[src/rtl/id_stage_q.sv]
// RV32I decode stage: small instruction queue, per-operand forwarding, load-use stall
// and a registered ID/EX output under a valid/ready handshake.
module id_stage_q #(
  parameter int XLEN     = 32,
  parameter int IQ_DEPTH = 2,
  parameter int FWD_N    = 2
) (
  input  logic                  clk,
  input  logic                  rst,
  input  logic                  flush,
  input  logic                  if_valid,
  output logic                  if_ready,
  input  logic [31:0]           if_pc,
  input  logic [31:0]           if_inst,
  output logic [4:0]            rf_ra1,
  output logic [4:0]            rf_ra2,
  input  logic [XLEN-1:0]       rf_rd1,
  input  logic [XLEN-1:0]       rf_rd2,
  input  logic [FWD_N-1:0]      fwd_we,
  input  logic [5*FWD_N-1:0]    fwd_wa,
  input  logic [XLEN*FWD_N-1:0] fwd_wn,
  output logic                  ex_valid,
  input  logic                  ex_ready,
  output logic [6:0]            ex_op,
  output logic [2:0]            ex_funct3,
  output logic                  ex_alt,
  output logic [4:0]            ex_rd,
  output logic                  ex_we,
  output logic [XLEN-1:0]       ex_rs1v,
  output logic [XLEN-1:0]       ex_rs2v,
  output logic [XLEN-1:0]       ex_imm,
  output logic [31:0]           ex_pc,
  output logic [31:0]           ex_tgt,
  output logic                  ex_illegal
);

  localparam int AW = $clog2(IQ_DEPTH);
  localparam int PW = AW + 1;

  localparam logic [6:0] OPC_LUI    = 7'b0110111;
  localparam logic [6:0] OPC_AUIPC  = 7'b0010111;
  localparam logic [6:0] OPC_JAL    = 7'b1101111;
  localparam logic [6:0] OPC_JALR   = 7'b1100111;
  localparam logic [6:0] OPC_BRANCH = 7'b1100011;
  localparam logic [6:0] OPC_LOAD   = 7'b0000011;
  localparam logic [6:0] OPC_STORE  = 7'b0100011;
  localparam logic [6:0] OPC_OPIMM  = 7'b0010011;
  localparam logic [6:0] OPC_OP     = 7'b0110011;
  localparam logic [6:0] OPC_FENCE  = 7'b0001111;
  localparam logic [6:0] OPC_SYSTEM = 7'b1110011;

  // instruction queue
  logic [31:0]   r_q_pc   [IQ_DEPTH];
  logic [31:0]   r_q_inst [IQ_DEPTH];
  logic [PW-1:0] r_wr_ptr;
  logic [PW-1:0] r_rd_ptr;

  logic w_empty;
  logic w_full;
  logic w_push;
  logic w_pop;
  logic w_hazard;

  // output register
  logic            r_ex_valid;
  logic [6:0]      r_ex_op;
  logic [2:0]      r_ex_funct3;
  logic            r_ex_alt;
  logic [4:0]      r_ex_rd;
  logic            r_ex_we;
  logic [XLEN-1:0] r_ex_rs1v;
  logic [XLEN-1:0] r_ex_rs2v;
  logic [XLEN-1:0] r_ex_imm;
  logic [31:0]     r_ex_pc;
  logic [31:0]     r_ex_tgt;
  logic            r_ex_illegal;

  // head decode
  logic [31:0]     w_inst;
  logic [31:0]     w_pc;
  logic [6:0]      w_op;
  logic [2:0]      w_f3;
  logic [4:0]      w_rd;
  logic [4:0]      w_rs1;
  logic [4:0]      w_rs2;
  logic            w_legal;
  logic            w_use1;
  logic            w_use2;
  logic            w_we;
  logic [31:0]     w_imm32;
  logic [XLEN-1:0] w_imm;
  logic [31:0]     w_tgt;

  // forwarding
  logic            w_f1_hit;
  logic            w_f2_hit;
  logic [XLEN-1:0] w_f1_val;
  logic [XLEN-1:0] w_f2_val;
  logic [XLEN-1:0] w_rs1v;
  logic [XLEN-1:0] w_rs2v;

  assign w_empty  = (r_wr_ptr == r_rd_ptr);
  assign w_full   = (r_wr_ptr[AW] != r_rd_ptr[AW]) &&
                    (r_wr_ptr[AW-1:0] == r_rd_ptr[AW-1:0]);
  assign if_ready = !w_full && !rst;
  assign w_push   = if_valid && if_ready && !flush;

  assign w_inst = r_q_inst[r_rd_ptr[AW-1:0]];
  assign w_pc   = r_q_pc[r_rd_ptr[AW-1:0]];
  assign w_op   = w_inst[6:0];
  assign w_f3   = w_inst[14:12];
  assign w_rd   = w_inst[11:7];
  assign w_rs1  = w_inst[19:15];
  assign w_rs2  = w_inst[24:20];

  assign rf_ra1 = w_rs1;
  assign rf_ra2 = w_rs2;

  always_comb begin
    w_legal = 1'b1;
    w_use1  = 1'b0;
    w_use2  = 1'b0;
    w_we    = 1'b0;
    w_imm32 = '0;
    case (w_op)
      OPC_LUI, OPC_AUIPC: begin
        w_we    = 1'b1;
        w_imm32 = {w_inst[31:12], 12'b0};
      end
      OPC_JAL: begin
        w_we    = 1'b1;
        w_imm32 = {{12{w_inst[31]}}, w_inst[19:12], w_inst[20], w_inst[30:21], 1'b0};
      end
      OPC_JALR, OPC_LOAD: begin
        w_we    = 1'b1;
        w_use1  = 1'b1;
        w_imm32 = {{21{w_inst[31]}}, w_inst[30:20]};
      end
      OPC_BRANCH: begin
        w_use1  = 1'b1;
        w_use2  = 1'b1;
        w_imm32 = {{20{w_inst[31]}}, w_inst[7], w_inst[30:25], w_inst[11:8], 1'b0};
      end
      OPC_STORE: begin
        w_use1  = 1'b1;
        w_use2  = 1'b1;
        w_imm32 = {{21{w_inst[31]}}, w_inst[30:25], w_inst[11:7]};
      end
      OPC_OPIMM: begin
        w_we   = 1'b1;
        w_use1 = 1'b1;
        // shifts carry funct7 in the upper immediate bits; only shamt is the operand
        if (w_f3 == 3'b001 || w_f3 == 3'b101)
          w_imm32 = {27'b0, w_inst[24:20]};
        else
          w_imm32 = {{21{w_inst[31]}}, w_inst[30:20]};
      end
      OPC_OP: begin
        w_we   = 1'b1;
        w_use1 = 1'b1;
        w_use2 = 1'b1;
      end
      OPC_FENCE, OPC_SYSTEM: begin
        w_imm32 = {{21{w_inst[31]}}, w_inst[30:20]};
      end
      default: w_legal = 1'b0;
    endcase
    if (w_inst == 32'b0) w_legal = 1'b0;
    if (!w_legal) begin
      w_we    = 1'b0;
      w_use1  = 1'b0;
      w_use2  = 1'b0;
      w_imm32 = '0;
    end
  end

  assign w_imm = XLEN'($signed(w_imm32));
  assign w_tgt = (w_op == OPC_JAL || w_op == OPC_BRANCH) ? (w_pc + w_imm32) : (w_pc + 32'd4);

  // walk from the oldest source down so the lowest matching index wins
  always_comb begin
    w_f1_hit = 1'b0;
    w_f2_hit = 1'b0;
    w_f1_val = '0;
    w_f2_val = '0;
    for (int i = FWD_N - 1; i >= 0; i--) begin
      if (fwd_we[i] && fwd_wa[5*i +: 5] == w_rs1) begin
        w_f1_hit = 1'b1;
        w_f1_val = fwd_wn[XLEN*i +: XLEN];
      end
      if (fwd_we[i] && fwd_wa[5*i +: 5] == w_rs2) begin
        w_f2_hit = 1'b1;
        w_f2_val = fwd_wn[XLEN*i +: XLEN];
      end
    end
  end

  assign w_rs1v = (!w_use1 || w_rs1 == 5'd0) ? '0 : (w_f1_hit ? w_f1_val : rf_rd1);
  assign w_rs2v = (!w_use2 || w_rs2 == 5'd0) ? '0 : (w_f2_hit ? w_f2_val : rf_rd2);

  assign w_hazard = r_ex_valid && (r_ex_op == OPC_LOAD) && (r_ex_rd != 5'd0) &&
                    ((w_use1 && r_ex_rd == w_rs1) || (w_use2 && r_ex_rd == w_rs2));

  assign w_pop = !w_empty && !w_hazard && (!r_ex_valid || ex_ready) && !flush;

  always_ff @(posedge clk) begin
    if (w_push) begin
      r_q_pc[r_wr_ptr[AW-1:0]]   <= if_pc;
      r_q_inst[r_wr_ptr[AW-1:0]] <= if_inst;
    end
  end

  always_ff @(posedge clk) begin
    if (rst || flush) begin
      r_wr_ptr <= '0;
      r_rd_ptr <= '0;
    end else begin
      if (w_push) r_wr_ptr <= r_wr_ptr + PW'(1);
      if (w_pop)  r_rd_ptr <= r_rd_ptr + PW'(1);
    end
  end

  always_ff @(posedge clk) begin
    if (rst) begin
      r_ex_valid   <= 1'b0;
      r_ex_op      <= '0;
      r_ex_funct3  <= '0;
      r_ex_alt     <= 1'b0;
      r_ex_rd      <= '0;
      r_ex_we      <= 1'b0;
      r_ex_rs1v    <= '0;
      r_ex_rs2v    <= '0;
      r_ex_imm     <= '0;
      r_ex_pc      <= '0;
      r_ex_tgt     <= '0;
      r_ex_illegal <= 1'b0;
    end else if (flush) begin
      r_ex_valid <= 1'b0;
    end else if (w_pop) begin
      r_ex_valid   <= 1'b1;
      r_ex_op      <= w_op;
      r_ex_funct3  <= w_f3;
      r_ex_alt     <= w_inst[30];
      r_ex_rd      <= w_we ? w_rd : 5'd0;
      r_ex_we      <= w_we;
      r_ex_rs1v    <= w_rs1v;
      r_ex_rs2v    <= w_rs2v;
      r_ex_imm     <= w_imm;
      r_ex_pc      <= w_pc;
      r_ex_tgt     <= w_tgt;
      r_ex_illegal <= !w_legal;
    end else if (ex_ready) begin
      r_ex_valid <= 1'b0;
    end
  end

  assign ex_valid   = r_ex_valid;
  assign ex_op      = r_ex_op;
  assign ex_funct3  = r_ex_funct3;
  assign ex_alt     = r_ex_alt;
  assign ex_rd      = r_ex_rd;
  assign ex_we      = r_ex_we;
  assign ex_rs1v    = r_ex_rs1v;
  assign ex_rs2v    = r_ex_rs2v;
  assign ex_imm     = r_ex_imm;
  assign ex_pc      = r_ex_pc;
  assign ex_tgt     = r_ex_tgt;
  assign ex_illegal = r_ex_illegal;

endmodule

[config.mk]
export PLATFORM = sky130hd
export DESIGN_NAME = id_stage_q
export DESIGN_NICKNAME = d
export VERILOG_FILES = /design/src/rtl/id_stage_q.sv
export SDC_FILE = /design/constraint.sdc
export NUM_CORES = 1
export LEC_CHECK = 0
export ABC_CLOCK_PERIOD_IN_PS = 7700
export CORE_MARGIN = 5
export CORE_UTILIZATION = 45
export CTS_CLUSTER_DIAMETER = 50
export DETAILED_ROUTE_END_ITERATION = 6
export PLACE_DENSITY = 0.77
export SYNTH_ARGS = -nofsm -noshare
export SYNTH_HDL_FRONTEND = slang
export SYNTH_SLANG_ARGS = --single-unit
[constraint.sdc]
create_clock -name clk -period 7.7 [get_ports clk]
set_clock_uncertainty 0.15 [all_clocks]
set_input_delay 1.155 -clock clk [delete_from_list [all_inputs] [get_ports clk]]
set_output_delay 1.155 -clock clk [all_outputs]
set_load 0.05 [all_outputs]
# Yosys cells after proc, flatten, opt, wreduce, memory -nomap -nowiden
# Memories as Yosys holds them, arrays and structs flattened. A register that Yosys moved wholly into a read port is not among the register bits.
# Index checks and enable logic that the tools add are counted.
[word_totals]
reg_bits = 183
ram_bits = 128
in_bits = 209
output_inout_bits = 190
elab_cells = 122
mem_count = 2
[memory_table]
columns = ["name", "depth", "width", "read_ports", "rd_ports_with_merged_regs", "wr", "line", "text"]
rows = [
  ["r_q_inst", 2, 32, 1, 1, 1, "54", "logic [31:0] r_q_inst [IQ_DEPTH];"],
  ["r_q_pc", 2, 32, 1, 1, 1, "53", "logic [31:0] r_q_pc [IQ_DEPTH];"],
]
[op_classes]
n_addsub = 4
eq_ne = 23
muxes = 33
bitwise = 1
reduce_logical = 45
[op_table]
columns = ["op", "count"]
rows = [
  ["2-to-1 mux 32 bit", 11],
  ["one-hot mux 32 bit (6 select lines)", 1],
  ["adder 32 x 3 -> 32 bit, second input constant", 1],
  ["adder 32 bit", 1],
  ["logical NOT 32 bit", 1],
  ["equality test 5 bit", 6],
  ["equality test 7 bit, second input constant", 4],
  ["equality test 7 x 6 -> 1 bit, second input constant", 3],
  ["2-to-1 mux 1 bit", 20],
  ["logical AND 1 bit", 16],
  ["equality test 7 x 2 -> 1 bit, second input constant", 2],
  ["equality test 7 x 5 -> 1 bit, second input constant", 2],
  ["OR reduction 11 bit", 1],
  ["logical NOT 5 bit", 2],
  ["logical NOT 1 bit", 9],
  ["equality test 7 x 4 -> 1 bit, second input constant", 1],
  ["logical OR 1 bit", 7],
  ["OR reduction 7 bit", 1],
  ["OR reduction 6 bit", 1],
  ["2-to-1 mux 5 bit", 1],
  ["nonzero test 5 bit", 1],
  ["adder 2 x 1 -> 2 bit, second input constant", 2],
  ["OR reduction 2 bit", 2],
  ["OR reduction 4 bit", 1],
  ["other kinds (9)", 9],
]

# Depth between registers and ports, before layout
[depth]
ltp_word = 14
mapped_depth = 20

# Worst setup path before layout
# OpenSTA, ideal clock, no wires.
[synth_timing]
kind = "input to register"
start = "in rst"
end = "mem r_q_inst[1][0] (enable)"
setup_ns = 0.586
t_arrival_ns = 6.591
required_time_ns = 6.964
setup_slack_ns = 0.372
path_stages = 4
path_cell_list = "clkbuf_1 -> or2_2 -> clkbuf_1 -> a211oi_1"
[synth_via]
elab_chain_len = 6
[synth_lines]
columns = ["item", "line", "text"]
rows = [
  ["start: declaration", "9", "input logic rst,"],
  ["logical NOT 1 bit", "105", "assign if_ready = !w_full && !rst;"],
  ["logical AND 1 bit", "105", ""],
  ["logical AND 1 bit (2 in series)", "106", "assign w_push = if_valid && if_ready && !flush;"],
  ["2-to-1 mux 1 bit", "207", "if (w_push) begin"],
  ["2-to-1 mux 1 bit (not written as such)", "209", "r_q_inst[r_wr_ptr[AW-1:0]] <= if_inst;"],
  ["end: declaration", "54", ""],
]
# No other way between the ends.

==> qor.txt <==
LOGIC SYNTHESIS
------------------------------------------------------------------------------------------
Register bit count reported by yosys                                                   312
Post-synth ARST share                                                                    0
Number of synthesized flops with an enable pin                                         128
Synth Instances                                                                       1677
Primary FF master, synth                                                           dfxtp_1
Register area share after synthesis                                                 0.4703
Area of the mapped netlist                                                      16010 um^2
Post-Synthesis Net Count                                                              1919
Synthesized area per cell                                                       9.545 um^2
Number of synthesis warnings                                                             0
Distinct cell type count after synthesis                                                74

POWER AND IR DROP
------------------------------------------------------------------------------------------
Power dissipated by switching net loads                                         0.001075 W
Switching Fraction                                                                  0.2651
Leakage                                                                           8.044 nW
Portion of total power attributed to sequential cells                                0.440
Clock network fraction of total power                                                0.431
Worst-case vdd ir drop                                                           0.1824 mV
Share of power burned in combinational logic                                         0.129
Ratio of total power to cell area                                             188.6 nW/um^2
Internal portion of total power                                                 0.002979 W

STA
------------------------------------------------------------------------------------------
FMAX                                                                             172.1 MHz
# setup viols final                                                                      0
Final Max Slew Viols                                                                     0
Max-Slew Margin vs Limit                                                            0.2562
Min Hold Slack                                                                   0.3015 ns
Transition time at the pin with the least slew margin                             1.116 ns
Post-route setup TNS                                                                  0 ns
Count of endpoints failing hold in the final timing report                               0
Period utilisation layout                                                           0.7548
Unrepaired setup endpoints after global routing                                         no
Minimum period implied by the final worst setup slack                             5.812 ns

GRT
------------------------------------------------------------------------------------------
Total grt overflow                                                                       0
Largest net degree at the start of global routing                                       93
Vias in the first global route                                                       14114
Wire length of the first global-routing pass                                      82060 um
Antenna violations before repair                                                         0
Total routing resource utilization after global routing                             0.2656

PLACE
------------------------------------------------------------------------------------------
HPWL after detailed placement                                                     41890 um
Gp weighted congestion                                                              0.9300
Total of buffers placed on input and output ports                                      398

CLOCK NETWORK
------------------------------------------------------------------------------------------
Root cell of the clock tree                                                      clkbuf_16
Largest buffer count on any clock path                                                   3
H-tree Lvls                                                                              2
CTS hold repair buffers                                                                  0
Clock tree from TritonCTS                                                             done
Sink Count                                                                             312
Worst-skew pair later-pin latency                                                  0.54 ns
Number of buffers added for setup after CTS                                              0
Clock edge transition at the registers on the reported setup and hold paths        0.06 ns
Post-CTS resize count                                                                    0
Total CTS buffers                                                                       39

ROUTING
------------------------------------------------------------------------------------------
Total number of vias                                                                 14307
Drt pass-1 iters                                                                         5
Average wire per cell in the routed design                                        22.07 um
Via density                                                                          5.675
DRC                                                                                      0
DRT antenna net count                                                                    0
Total Routed Length                                                               55630 um
Starting DRT DRC Count                                                                1001

CELLS AND AREA
------------------------------------------------------------------------------------------
Number of antenna diodes                                                                 0
Layout cell share with drive strength beyond 1                                     0.06602
Syn-to-layout area delta                                                            34.26%
Area taken by multi-input logic gates                                            7764 um^2
Post-route core utilization                                                         0.6086
Net count reported at finish                                                          2271
Register cell area after layout                                                  7531 um^2
Number of filler cells placed in the layout                                           2955

RUN
------------------------------------------------------------------------------------------
MaxCap Viol Count                                                                        0

SETUP PATH
------------------------------------------------------------------------------------------
Crit path max-delay family                                                    simple AND/OR/NAND/NOR gates
Worst path max stage delay                                                         0.75 ns
WP buf/inv                                                                               1
CP startpoint kind                                                               flip-flop
Critical Path End Type                                                           flip-flop
Worst Path Arrival                                                                 6.08 ns
WS Path Type                                                                  flip-flop to flip-flop
CP most frequent cell                                                              nand2_1
Worst-path cell with the longest stage delay                                         buf_4
Data required time of the critical path                                            7.97 ns
Top fanout value on the critical path                                                   66
CP Cell Sequence                                                              buf_4, nand2_1, o22a_1, o221ai_1, nand2_1, nor3_2, nand2b_1, o21ai_0, ha_1, and4_1, nand2_1, or2_2, a31oi_1, or4_1, a311oi_1, nor2_1

DIE
------------------------------------------------------------------------------------------
Core Area                                                                       35310 um^2
Die outline width                                                                 198.6 um
Die Area                                                                        39440 um^2
Initial cell density of the core                                                    0.4533
Vertical die dimension                                                            198.6 um
Count of pins on the block boundary                                                    399
Row count                                                                               69

OUTCOME
------------------------------------------------------------------------------------------
Outcome                                                                       finished clean

HOLD PATH
------------------------------------------------------------------------------------------
Type of the most critical hold path                                           flip-flop to flip-flop

kinds of logic (layout without fill, tap and decap cells):
group | Yosys count | in the layout | synth area share
adders and majority gates | 33 | 33 | 0.02626
DFF | 312 | 312 | 0.4703
xor gates and xnor gates | 81 | 81 | 0.04432
and+or+nand+nor | 520 | 520 | 0.1461
muxes | 134 | 134 | 0.08653
buffers and inverters | 161 | 544 | 0.04862
AOI/OAI and AO/OA | 436 | 436 | 0.1779
per-layer routing:
layer	vias to the layer above	global-route usage	routed length (um)
li1	6806	-	-
met1	6823	0.3255	21770
met2	584	0.4722	27500
met3	94	0.05691	4737
met4	0	0.07649	1625
met5	-	0	0
cell usage in the layout, fill, tap and decap left out, types with 6 or more instances in the layout:
cell type | Yosys | final
clkdlybuf4s50_1 | 0 | 397
nor2_1 | 232 | 231
dfxtp_1 | 184 | 183
a21oi_1 | 148 | 147
nand2_1 | 135 | 135
edfxtp_1 | 128 | 128
mux2i_1 | 113 | 113
xnor2_1 | 70 | 70
o21ai_0 | 69 | 68
a211oi_1 | 56 | 55
inv_1 | 48 | 48
clkbuf_16 | 0 | 40
a22oi_1 | 33 | 33
a211o_1 | 33 | 33
nor3_1 | 33 | 32
ha_1 | 32 | 32
buf_4 | 12 | 27
nand3_1 | 27 | 23
nand2b_1 | 17 | 17
a21o_1 | 16 | 16
mux2_2 | 14 | 14
nand4_1 | 12 | 12
o211ai_1 | 12 | 12
xor2_1 | 11 | 11
and2_1 | 10 | 10
a31oi_1 | 10 | 10
a311oi_1 | 10 | 10
nand3b_1 | 9 | 9
and3_1 | 8 | 8
mux2i_2 | 7 | 7
clkinv_2 | 0 | 7
nor2b_1 | 6 | 6
o211a_1 | 6 | 6
clkbuf_1 | 50 | 6
registers in the layout (all words and copies together), names as in the netlist, 3 cells and up, named ones only:
signal	flops
ex_pc	32
ex_rs1v	32
ex_funct3	3
ex_imm	32
r_q_pc	64
ex_op	7
ex_rs2v	32
ex_tgt	32
r_q_inst	64
ex_rd	5
per-stage QoR:
step / setup WS (ns) / instances / area, um^2 / total power [W]
floorplan: 0.3725 / 1677 / 16010 / 0.002094
global placement: 2.042 / 2449 / 20230 / 0.002332
detailed placement: 1.938 / 2449 / 20230 / 0.002337
CTS: 1.911 / 2521 / 21490 / 0.004082
global route: 1.453 / 2521 / 21490 / 0.004198
finish: 1.888 / 2521 / 21490 / 0.004054
cell usage after synthesis (all sizes together), types with 14 or more instances:
cell | number | area (um^2)
a211o | 33 | 289.0
a211oi | 56 | 420.4
a21o | 16 | 120.1
a21oi | 148 | 740.7
a22oi | 33 | 247.7
buf | 63 | 410.4
clkbuf | 50 | 187.7
dfxtp | 184 | 3684
edfxtp | 128 | 3844
ha | 32 | 400.4
inv | 48 | 180.2
mux2 | 14 | 157.7
mux2i | 120 | 1227
nand2 | 135 | 506.7
nand2b | 17 | 106.4
nand3 | 27 | 135.1
nor2 | 233 | 877.1
nor3 | 34 | 175.2
o21ai | 71 | 359.1
xnor2 | 70 | 613.1
final timing paths:
check                           cells past startpoint         from  slack, ns     endpoint
worst max register to register                     16    flip-flop       1.89   ex_tgt[29]
worst min register to register                      2  ex_rs1v[23]       0.30  ex_rs1v[23]
worst max-delay path                               16    flip-flop       1.89   ex_tgt[29]
worst min-delay path                                2  ex_rs1v[23]       0.30  ex_rs1v[23]
final cells by class:
| type | count | share of cell area |
|---|---|---|
| clock inverter | 24 | 0.009839 |
| timing repair buffer | 424 | 0.1943 |
| multi-input combinational | 1204 | 0.3613 |
| sequential | 312 | 0.3504 |
| tap | 461 | 0.02684 |
| inverter | 48 | 0.008384 |
| clock buffer | 48 | 0.04891 |
tightest hold or removal path, cell delays in order (launching register included):
cell and delay, ns:
dfxtp_1 0.30, nand2_1 0.05, a21oi_1 0.05
power groups by stage:
stage	Clock [W]	Sequential (W)	Combinational, W
finish	0.00175	0.00178	0.000523
global route	0.00186	0.00178	0.000554
detailed placement	0	0.00182	0.000520
floorplan	0	0.00190	0.000198
CTS	0.00178	0.00178	0.000523
global placement	0	0.00182	0.000515
No activity file was read; power rests on OpenSTA's default activity.
